<file path="src/rtl/mem_access_stage.sv">
// rtl/mem_access_stage.sv - RV32IM memory stage: load/store over a ready-handshaked data bus
module mem_access_stage #(
  parameter int TIMEOUT_CYCLES = 255
) (
  input  logic        CLK,
  input  logic        RESET_N,
  input  logic        in_valid,
  input  logic [31:0] alu_result,
  input  logic [31:0] store_data,
  input  logic [2:0]  funct3,
  input  logic        mem_read,
  input  logic        mem_write,
  input  logic [4:0]  rd,
  input  logic        reg_write,
  input  logic        flush,
  output logic        stall,
  output logic        dmem_req,
  output logic        dmem_we,
  output logic [31:0] dmem_addr,
  output logic [31:0] dmem_wdata,
  output logic [3:0]  dmem_be,
  input  logic        dmem_ready,
  input  logic [31:0] dmem_rdata,
  output logic        wb_valid,
  output logic [31:0] wb_data,
  output logic [4:0]  wb_rd,
  output logic        wb_reg_write,
  output logic        misaligned,
  output logic        bus_err
);

  typedef enum logic {IDLE, BUSY} state_t;

  localparam int CW = (TIMEOUT_CYCLES > 1) ? $clog2(TIMEOUT_CYCLES) : 1;
  localparam logic [CW-1:0] CNT_LAST = CW'((TIMEOUT_CYCLES > 0) ? TIMEOUT_CYCLES - 1 : 0);
  localparam bit TO_EN = (TIMEOUT_CYCLES != 0);

  state_t        state_q, state_d;
  logic [31:0]   addr_q, addr_d, wdata_q, wdata_d;
  logic [3:0]    be_q, be_d;
  logic [2:0]    funct3_q, funct3_d;
  logic [4:0]    rd_q, rd_d;
  logic          we_q, we_d, reg_write_q, reg_write_d;
  logic          is_load_q, is_load_d, kill_q, kill_d;
  logic [CW-1:0] cnt_q, cnt_d;
  logic          wb_valid_q, wb_valid_d, wb_reg_write_q, wb_reg_write_d;
  logic [31:0]   wb_data_q, wb_data_d;
  logic [4:0]    wb_rd_q, wb_rd_d;
  logic          misaligned_q, misaligned_d, bus_err_q, bus_err_d;

  logic        is_mem, misal_in;
  logic [3:0]  be_in;
  logic [31:0] wdata_in, rshift, load_ext;

  always_comb begin
    is_mem   = mem_read | mem_write;
    misal_in = ((funct3[1:0] == 2'b01) & alu_result[0]) |
               ((funct3[1:0] == 2'b10) & (|alu_result[1:0]));
    case (funct3[1:0])
      2'b00: begin
        be_in    = 4'b0001 << alu_result[1:0];
        wdata_in = {4{store_data[7:0]}};
      end
      2'b01: begin
        be_in    = 4'b0011 << alu_result[1:0];
        wdata_in = {2{store_data[15:0]}};
      end
      default: begin
        be_in    = 4'b1111;
        wdata_in = store_data;
      end
    endcase
    // Lane select uses the latched byte offset, not the word-aligned bus address
    rshift = dmem_rdata >> {addr_q[1:0], 3'b000};
    case (funct3_q)
      3'b000:  load_ext = {{24{rshift[7]}}, rshift[7:0]};
      3'b100:  load_ext = {24'd0, rshift[7:0]};
      3'b001:  load_ext = {{16{rshift[15]}}, rshift[15:0]};
      3'b101:  load_ext = {16'd0, rshift[15:0]};
      default: load_ext = dmem_rdata;
    endcase
  end

  always_comb begin
    state_d        = state_q;
    addr_d         = addr_q;
    wdata_d        = wdata_q;
    be_d           = be_q;
    funct3_d       = funct3_q;
    rd_d           = rd_q;
    we_d           = we_q;
    reg_write_d    = reg_write_q;
    is_load_d      = is_load_q;
    kill_d         = kill_q;
    cnt_d          = cnt_q;
    wb_valid_d     = 1'b0;
    wb_data_d      = 32'd0;
    wb_rd_d        = 5'd0;
    wb_reg_write_d = 1'b0;
    misaligned_d   = 1'b0;
    bus_err_d      = 1'b0;
    case (state_q)
      IDLE: begin
        kill_d = 1'b0;
        cnt_d  = '0;
        if (in_valid && !flush) begin
          if (!is_mem) begin
            wb_valid_d     = 1'b1;
            wb_data_d      = alu_result;
            wb_rd_d        = rd;
            wb_reg_write_d = reg_write;
          end else if (misal_in) begin
            misaligned_d = 1'b1;
            wb_valid_d   = 1'b1;
            wb_rd_d      = rd;
          end else begin
            state_d     = BUSY;
            addr_d      = alu_result;
            wdata_d     = wdata_in;
            be_d        = be_in;
            funct3_d    = funct3;
            rd_d        = rd;
            we_d        = mem_write;
            is_load_d   = ~mem_write;
            reg_write_d = reg_write & ~mem_write;
          end
        end
      end
      BUSY: begin
        if (flush) kill_d = 1'b1;
        if (dmem_ready) begin
          state_d        = IDLE;
          cnt_d          = '0;
          kill_d         = 1'b0;
          wb_valid_d     = 1'b1;
          wb_rd_d        = rd_q;
          wb_data_d      = is_load_q ? load_ext : 32'd0;
          wb_reg_write_d = reg_write_q;
        end else if (TO_EN && cnt_q == CNT_LAST) begin
          state_d    = IDLE;
          cnt_d      = '0;
          kill_d     = 1'b0;
          bus_err_d  = 1'b1;
          wb_valid_d = 1'b1;
          wb_rd_d    = rd_q;
        end else begin
          cnt_d = cnt_q + 1'b1;
        end
      end
      default: state_d = IDLE;
    endcase
    // A killed or same-cycle flushed instruction never reaches the register file
    if (flush || (state_q == BUSY && kill_q)) begin
      wb_valid_d     = 1'b0;
      wb_data_d      = 32'd0;
      wb_rd_d        = 5'd0;
      wb_reg_write_d = 1'b0;
    end
  end

  always_ff @(posedge CLK or negedge RESET_N) begin
    if (!RESET_N) begin
      state_q        <= IDLE;
      addr_q         <= 32'd0;
      wdata_q        <= 32'd0;
      be_q           <= 4'd0;
      funct3_q       <= 3'd0;
      rd_q           <= 5'd0;
      we_q           <= 1'b0;
      reg_write_q    <= 1'b0;
      is_load_q      <= 1'b0;
      kill_q         <= 1'b0;
      cnt_q          <= '0;
      wb_valid_q     <= 1'b0;
      wb_data_q      <= 32'd0;
      wb_rd_q        <= 5'd0;
      wb_reg_write_q <= 1'b0;
      misaligned_q   <= 1'b0;
      bus_err_q      <= 1'b0;
    end else begin
      state_q        <= state_d;
      addr_q         <= addr_d;
      wdata_q        <= wdata_d;
      be_q           <= be_d;
      funct3_q       <= funct3_d;
      rd_q           <= rd_d;
      we_q           <= we_d;
      reg_write_q    <= reg_write_d;
      is_load_q      <= is_load_d;
      kill_q         <= kill_d;
      cnt_q          <= cnt_d;
      wb_valid_q     <= wb_valid_d;
      wb_data_q      <= wb_data_d;
      wb_rd_q        <= wb_rd_d;
      wb_reg_write_q <= wb_reg_write_d;
      misaligned_q   <= misaligned_d;
      bus_err_q      <= bus_err_d;
    end
  end

  assign stall        = (state_q == BUSY);
  assign dmem_req     = (state_q == BUSY);
  assign dmem_we      = we_q & (state_q == BUSY);
  assign dmem_be      = (state_q == BUSY) ? be_q : 4'd0;
  assign dmem_addr    = {addr_q[31:2], 2'b00};
  assign dmem_wdata   = wdata_q;
  assign wb_valid     = wb_valid_q;
  assign wb_data      = wb_data_q;
  assign wb_rd        = wb_rd_q;
  assign wb_reg_write = wb_reg_write_q;
  assign misaligned   = misaligned_q;
  assign bus_err      = bus_err_q;

endmodule

</file>
<file path="config.mk">
export PLATFORM = sky130hd
export DESIGN_NAME = mem_access_stage
export DESIGN_NICKNAME = d
export VERILOG_FILES = /design/src/rtl/mem_access_stage.sv
export SDC_FILE = /design/constraint.sdc
export NUM_CORES = 1
export LEC_CHECK = 0
export ABC_AREA = 1
export CAP_MARGIN = 10
export CORE_MARGIN = 5
export CORE_UTILIZATION = 47
export CTS_BUF_LIST = sky130_fd_sc_hd__clkbuf_8
export DETAILED_ROUTE_END_ITERATION = 12
export GPL_TIMING_DRIVEN = 0
export PLACE_DENSITY = 0.82
export SETUP_SLACK_MARGIN = 0.4
export SLEW_MARGIN = 20
export SYNTH_ARGS = -nofsm -noshare
export SYNTH_HDL_FRONTEND = slang
export SYNTH_SLANG_ARGS = --single-unit
export TNS_END_PERCENT = 20
</file>
<file path="constraint.sdc">
create_clock -name CLK -period 1.9 [get_ports CLK]
set_input_delay 0.38 -clock CLK [delete_from_list [all_inputs] [get_ports CLK]]
set_output_delay 0.38 -clock CLK [all_outputs]
set_load 0.05 [all_outputs]
</file>
==> flow_summary.ini, run 1 <==
[grt]
grt_pass1_wl_mm = 34.3
grt_max_degree = 81
grt_pass1_vias = 6628
grt_overflow = 0
grt.total_usage = 0.265
antenna_found_initial = 0

[sta]
final_hold_viol_count = 0
slew_headroom = 0.537
rsz0062_at_grt = yes
hold_slack_ns = 0.329
final.min_clock_period_ns = 1.85
tightest_slew_ns = 0.691
fin_ws_ns = 0.0484
skew_ns = 0.0105
final-max-slew-violation-count = 0
setup_viol = 0
period_share = 0.975
fmaxAchievable_mhz = 540

[status]
outcome = complete, no violations

[power_and_ir_drop]
total_power_uw = 10600
ir_drop_mv = 0.648
power_density_mw_per_mm2 = 1020
p_leak_uw = 0.00529

[cells_and_area]
final_common_cell = nand2_1
drive_gt1_frac = 0.229
layout.nets = 1241
syn2layout_area_growth_pct = 58.6
final_cells = 1319
final_cell_mix = 207 x nand2_1, 129 x dfrtp_1, 108 x clkdlybuf4s50_1
antenna_cells = 0

[placement]
place_ws_ns = -0.467
dp_cells = 1252
numPortBuffers = 221
gp_congestion = 0.944
dp_hpwl_mm = 16.1

[critical_path]
critPathMaxStageDelay_ns = 0.44
start_kind = register
critical_path_buf_inv_count = 4
cp-end-kind = output pin
crit_path_frequent_cell = buf_8
r2r_setup_slack_ns = 0.07
slowest_stage = dfrtp_2
crit_path_max_fanout = 6
critPathTopFamily = buffers and inverters
critPathRequiredTime_ns = 1.52
cp.arrival_ns = 1.47
path_cells = buf_8 -> buf_12 -> nand2_4 -> clkinvlp_4 -> buf_8
critical_path_class = reg2out

[die]
row_count = 43
io_pins = 224
die_h_um = 128
start_util = 0.476
dieArea_mm2 = 0.0164
die_x_um = 128
core_mm2 = 0.0138

[cts]
cts_tree = yes
cts_max_level = 4
cts_sinks = 130
clk_pin_slew_worst_paths_ns = 0.07
clk_latency_ns = 0.45
cts_buffer_depth = 2
cts_buffers = 17
cts-root-buf = clkbuf_8

[logic_synthesis]
post-synth-top-area-cell = dfrtp_1
syn_area_per_cell_um2 = 7.73
synth_edf_count = 0
synth_adder_area_share = 0.00382
synth_top_family_by_area = simple AND/OR/NAND/NOR gates
ys_seq_area_frac = 0.496
synth_simple_gate_area_frac = 0.221
yosys_warnings = 0
synth_top_area_frac = 0.496
synth.area.mux_share = 0
synth_ff_type = dfrtp_1
synth-compound-area-share = 0.155
synth.distinct_cells = 37
synthCells = 849
synthesis.area_mm2 = 0.00656
ys_async_sr_fraction = 1.00
synth_xor_area_frac = 0.00401
synthTopCellsByArea = dfrtp_1 50%, nand2_1 14%, a21oi_1 6.2%
ys_ff_latch = 130

[routing]
drt_pass1_iterations = 8
ant_nets = 0
dr_total_vias = 6933
totalWireLength_mm = 23.4
drt-vias-per-instance = 5.26
dr.first_iter.drc_count = 595
drc_errors = 0
wl_per_cell_um = 17.7

[job]
cap_violations = 0

[hold_path]
holdCritPathClass = in2reg
[synth_stat cells, types with 7 or more instances]
master	n
clkbuf_1	20
buf_2	17
dfrtp_1	130
nand3_1	35
a31oi_1	7
o21ai_1	31
nand2_1	253
buf_4	36
inv_1	75
o21ai_0	58
nor2_1	55
a21oi_1	81
[final cells by class]
cell class | count | area [um^2]
Fill cell | 980 | 3370
Sequential cell | 130 | 3250
Multi-Input combinational cell | 560 | 2870
Timing Repair Buffer | 258 | 2690
Buffer | 80 | 686
Inverter | 80 | 328
Clock buffer | 17 | 234
Tap cell | 180 | 225
Clock inverter | 14 | 113
[per-layer routing]
layer  vias to the layer above  track usage  share of wire
met5                         -            0              0
met4                         0       0.0830          0.024
met3                        48       0.0717          0.092
met2                       333        0.449           0.49
met1                      3307        0.333           0.39
li1                       3245            -              -
[stage by stage]
step | util | TNS [ns] | cell area, um^2
4_1_cts | 0.697 | 0 | 9600
2_1_floorplan | - | 0 | 6620
3_3_place_gp | 0.658 | -640.72 | 9060
6_report | 0.755 | 0 | 10400
3_5_place_dp | 0.660 | -37.60 | 9090
5_1_grt | 0.755 | -0.0100 | 10400
[power breakdown]
| part | leakage, uW | switching [uW] | internal [uW] |
|---|---|---|---|
| Combinational | 0.00342 | 3020 | 1870 |
| Sequential | 0.00166 | 332 | 3240 |
| Clock | 0.000205 | 1060 | 1110 |
[path summary, 6_finish.rpt]
check                                                from  cells after the start                          to
worst min-delay path                                flush                      3          kill_q$_DFFE_PN0P_
worst max register to register         dmem_req$_DFF_PN0_                     11  dmem_wdata[20]$_DFFE_PN0P_
worst min register to register  dmem_wdata[0]$_DFFE_PN0P_                      2   dmem_wdata[0]$_DFFE_PN0P_
worst max-delay path                   dmem_req$_DFF_PN0_                      5                  dmem_be[1]
max in group asynchronous                         RESET_N                      3          dmem_req$_DFF_PN0_
min in group asynchronous                         RESET_N                      2      addr_q[29]$_DFFE_PN0P_
[what timing repair did]
item | CTS | global route
cloned | 0 | 8
setup endpoints to repair | 228 | 231
hold endpoints to repair | 50 | 0
pin swaps | 0 | 8
hold buffers | 1 | 0
buffers inserted | 11 | 16
resized for setup | 396 | 169
[cells by family after synthesis]
group / count (synthesis)
AOI/OAI and AO/OA: 192
xor gates and xnor gates: 3
adders and majority gates: 2
buffers and inverters: 160
DFF: 130
other: 1
and+or+nand+nor: 361
[flip-flops by register name (all words and copies together) (netlist names), 3 cells and up]
| name | flops |
|---|---|
| addr_q | 32 |
| dmem_wdata | 32 |
| wb_data | 32 |
| cnt_q | 8 |
| rd_q | 5 |
| wb_rd | 5 |
| be_q | 4 |
| funct3_q | 3 |
[worst reg2reg max path: stages (launching register included)]
cell,delay (ns)
dfrtp_2,0.44
buf_8,0.14
buf_4,0.13
buf_6,0.11
nor2_4,0.08
nand2_2,0.07
nor2_4,0.18
clkinv_4,0.12
clkbuf_16,0.19
buf_12,0.14
nand2_2,0.05
o21ai_1,0.06
(Power assumes the default switching activity.)
==> inputs of run 2 (changes only) <==
- CORE_UTILIZATION: 47 -> 43
- PLACE_DENSITY: 0.82 -> 0.79
- SLEW_MARGIN: 20 -> 15
- clock period: 1.9 -> 1.6 ns (I/O delays scaled with it)
==> run 2 against run 1 <==
Effect of this change: the run now ends with hold timing, setup timing left; register-to-register slack worse by 0.23 ns; design area rose by 5.1%; total power grew 29%; via count increased by 0.22%; hold slack worse by 0.40 ns; global-route usage is 1.6 points lower; sequential power rose by 20%; die area is 8.6% higher; clock-buffer cell count is 3 higher; core utilization down 3.1 points; final cell count rose by 1.9%; critical endpoint is now addr_q[7]$_DFFE_PN0P_; largest cell class unchanged.
==> flow_summary.ini, run 2 (same netlist as run 1, synthesis figures left out) <==
[cts]
cts_max_level = 4
clk_pin_slew_worst_paths_ns = 0.08
cts_buffer_depth = 2
cts-root-buf = clkbuf_8
cts_sinks = 130
cts_buffers = 17
cts_tree = yes
clk_latency_ns = 0.45

[die]
die_h_um = 134
row_count = 45
start_util = 0.435
die_x_um = 134
dieArea_mm2 = 0.0178
core_mm2 = 0.0151
io_pins = 224

[critical_path]
critPathRequiredTime_ns = 1.94
r2r_setup_slack_ns = -0.16
crit_path_max_fanout = 7
cp.arrival_ns = 2.10
critical_path_class = reg2reg
cp-end-kind = register
start_kind = register

[cells_and_area]
antenna_cells = 0
syn2layout_area_growth_pct = 66.7
postLayoutCellArea_mm2 = 0.0109
post-route-util = 0.725
final_common_cell = nand2_1
final_cells = 1344
layout.nets = 1257
drive_gt1_frac = 0.321
final_cell_mix = 203 x nand2_1, 129 x dfrtp_1, 110 x buf_6
n_fill_cell = 1135

[grt]
grt_pass1_vias = 6682
grt_pass1_wl_mm = 35.3
grt_max_degree = 83
grt.total_usage = 0.250
grt_overflow = 0
antenna_found_initial = 1

[status]
violations = hold timing, setup timing
outcome = finished, violations left

[job]
cap_violations = 0

[sta]
final.min_clock_period_ns = 1.76
setup_viol = 82
fin_ws_ns = -0.161
final_hold_viol_count = 81
skew_ns = 0.0129
period_share = 1.10
rsz0062_at_grt = yes
slew_headroom = 0.486
final-max-slew-violation-count = 0
fmaxAchievable_mhz = 568
tightest_slew_ns = 0.770
hold_slack_ns = -0.0690

[routing]
totalWireLength_mm = 23.8
drt-vias-per-instance = 5.17
drt_pass1_iterations = 5
wl_per_cell_um = 17.7
drc_errors = 0
dr_total_vias = 6948
ant_nets = 0
dr.first_iter.drc_count = 532

[power_and_ir_drop]
ir_drop_mv = 0.743
total_power_uw = 13700
p_leak_uw = 0.00534
power_density_mw_per_mm2 = 1260

[hold_path]
holdCritPathClass = in2async

[placement]
numPortBuffers = 221
gp_congestion = 0.920
dp_cells = 1260
dpl_cell_area_mm2 = 0.00909
dp_hpwl_mm = 16.3
## run 2: changes by cell type in the layout (fill, tap and decap cells not counted), moves of 4 or more
cell and delta:
a21oi_1 -8, a21oi_2 +8, buf_4 -5, buf_6 +70, buf_8 +20, dlygate4sd2_1 -65
inv_1 -7, nand2_1 -4, nand2_2 +17, nand2_4 -13, o21ai_0 +6, o21ai_1 -4
## run 2: metal layers
layer / GRT usage / up-vias / wire (um) / part of all wire
met3: 0.0778 / 54 / 2190 / 0.092
met4: 0.0611 / 2 / 532 / 0.022
li1: - / 3276 / - / -
met1: 0.312 / 3291 / 9240 / 0.39
met2: 0.425 / 325 / 11800 / 0.50
met5: 0 / - / 7 / 0.00029
## run 2: area by class of cell
class                           instances  area, um^2  share of cell area
Buffer                                 80         795              0.0726
Clock buffer                           20         275              0.0252
Clock inverter                         12         165              0.0151
Inverter                               80         332              0.0303
Multi-Input combinational cell        560        2850               0.261
Sequential cell                       130        3250               0.298
Tap cell                              188         235              0.0215
Timing Repair Buffer                  274        3030               0.277
## run 2: path summary, 6_finish.rpt
check | startpoint | cells past startpoint | end
max in group asynchronous | RESET_N | 2 | dmem_req$_DFF_PN0_
worst max register to register | dmem_req$_DFF_PN0_ | 10 | addr_q[7]$_DFFE_PN0P_
worst min-delay path | RESET_N | 1 | addr_q[29]$_DFFE_PN0P_
min in group CLK | alu_result[0] | 3 | wb_data[0]$_DFF_PN0_
worst min register to register | dmem_wdata[4]$_DFFE_PN0P_ | 2 | dmem_wdata[4]$_DFFE_PN0P_
worst max-delay path | dmem_req$_DFF_PN0_ | 10 | addr_q[7]$_DFFE_PN0P_
## run 2: power breakdown
part / internal (uW) / total [uW] / switching [uW]
Clock: 1800 / 3120 / 1320
Sequential: 3850 / 4300 / 452
Combinational: 2670 / 6310 / 3640
## run 2: worst max-delay path, stage by stage, from the launching register on
cell and delay [ns]:
dfrtp_2 0.42, buf_8 0.13, buf_4 0.13, nor2_4 0.08
nand2_2 0.07, nor2_4 0.21, clkinv_4 0.15, clkbuf_16 0.19
clkbuf_16 0.16, nand2_2 0.05, nand2_1 0.04
## run 2: repair_timing
action / in CTS / in global routing
pin swaps: 2 / 7
buffers inserted: 17 / 25
cloned: 0 / 10
setup endpoints to repair: 239 / 239
hold endpoints to repair: 81 / 17
gates resized for setup: 853 / 155
## run 2: stage by stage
step           setup WS, ns  setup TNS [ns]
6_report             -0.161           -8.32
5_1_grt              -0.229          -15.04
4_1_cts              -0.198           -9.00
3_5_place_dp         -0.746          -73.30
3_3_place_gp          -5.42         -710.37
2_1_floorplan        0.0622               0
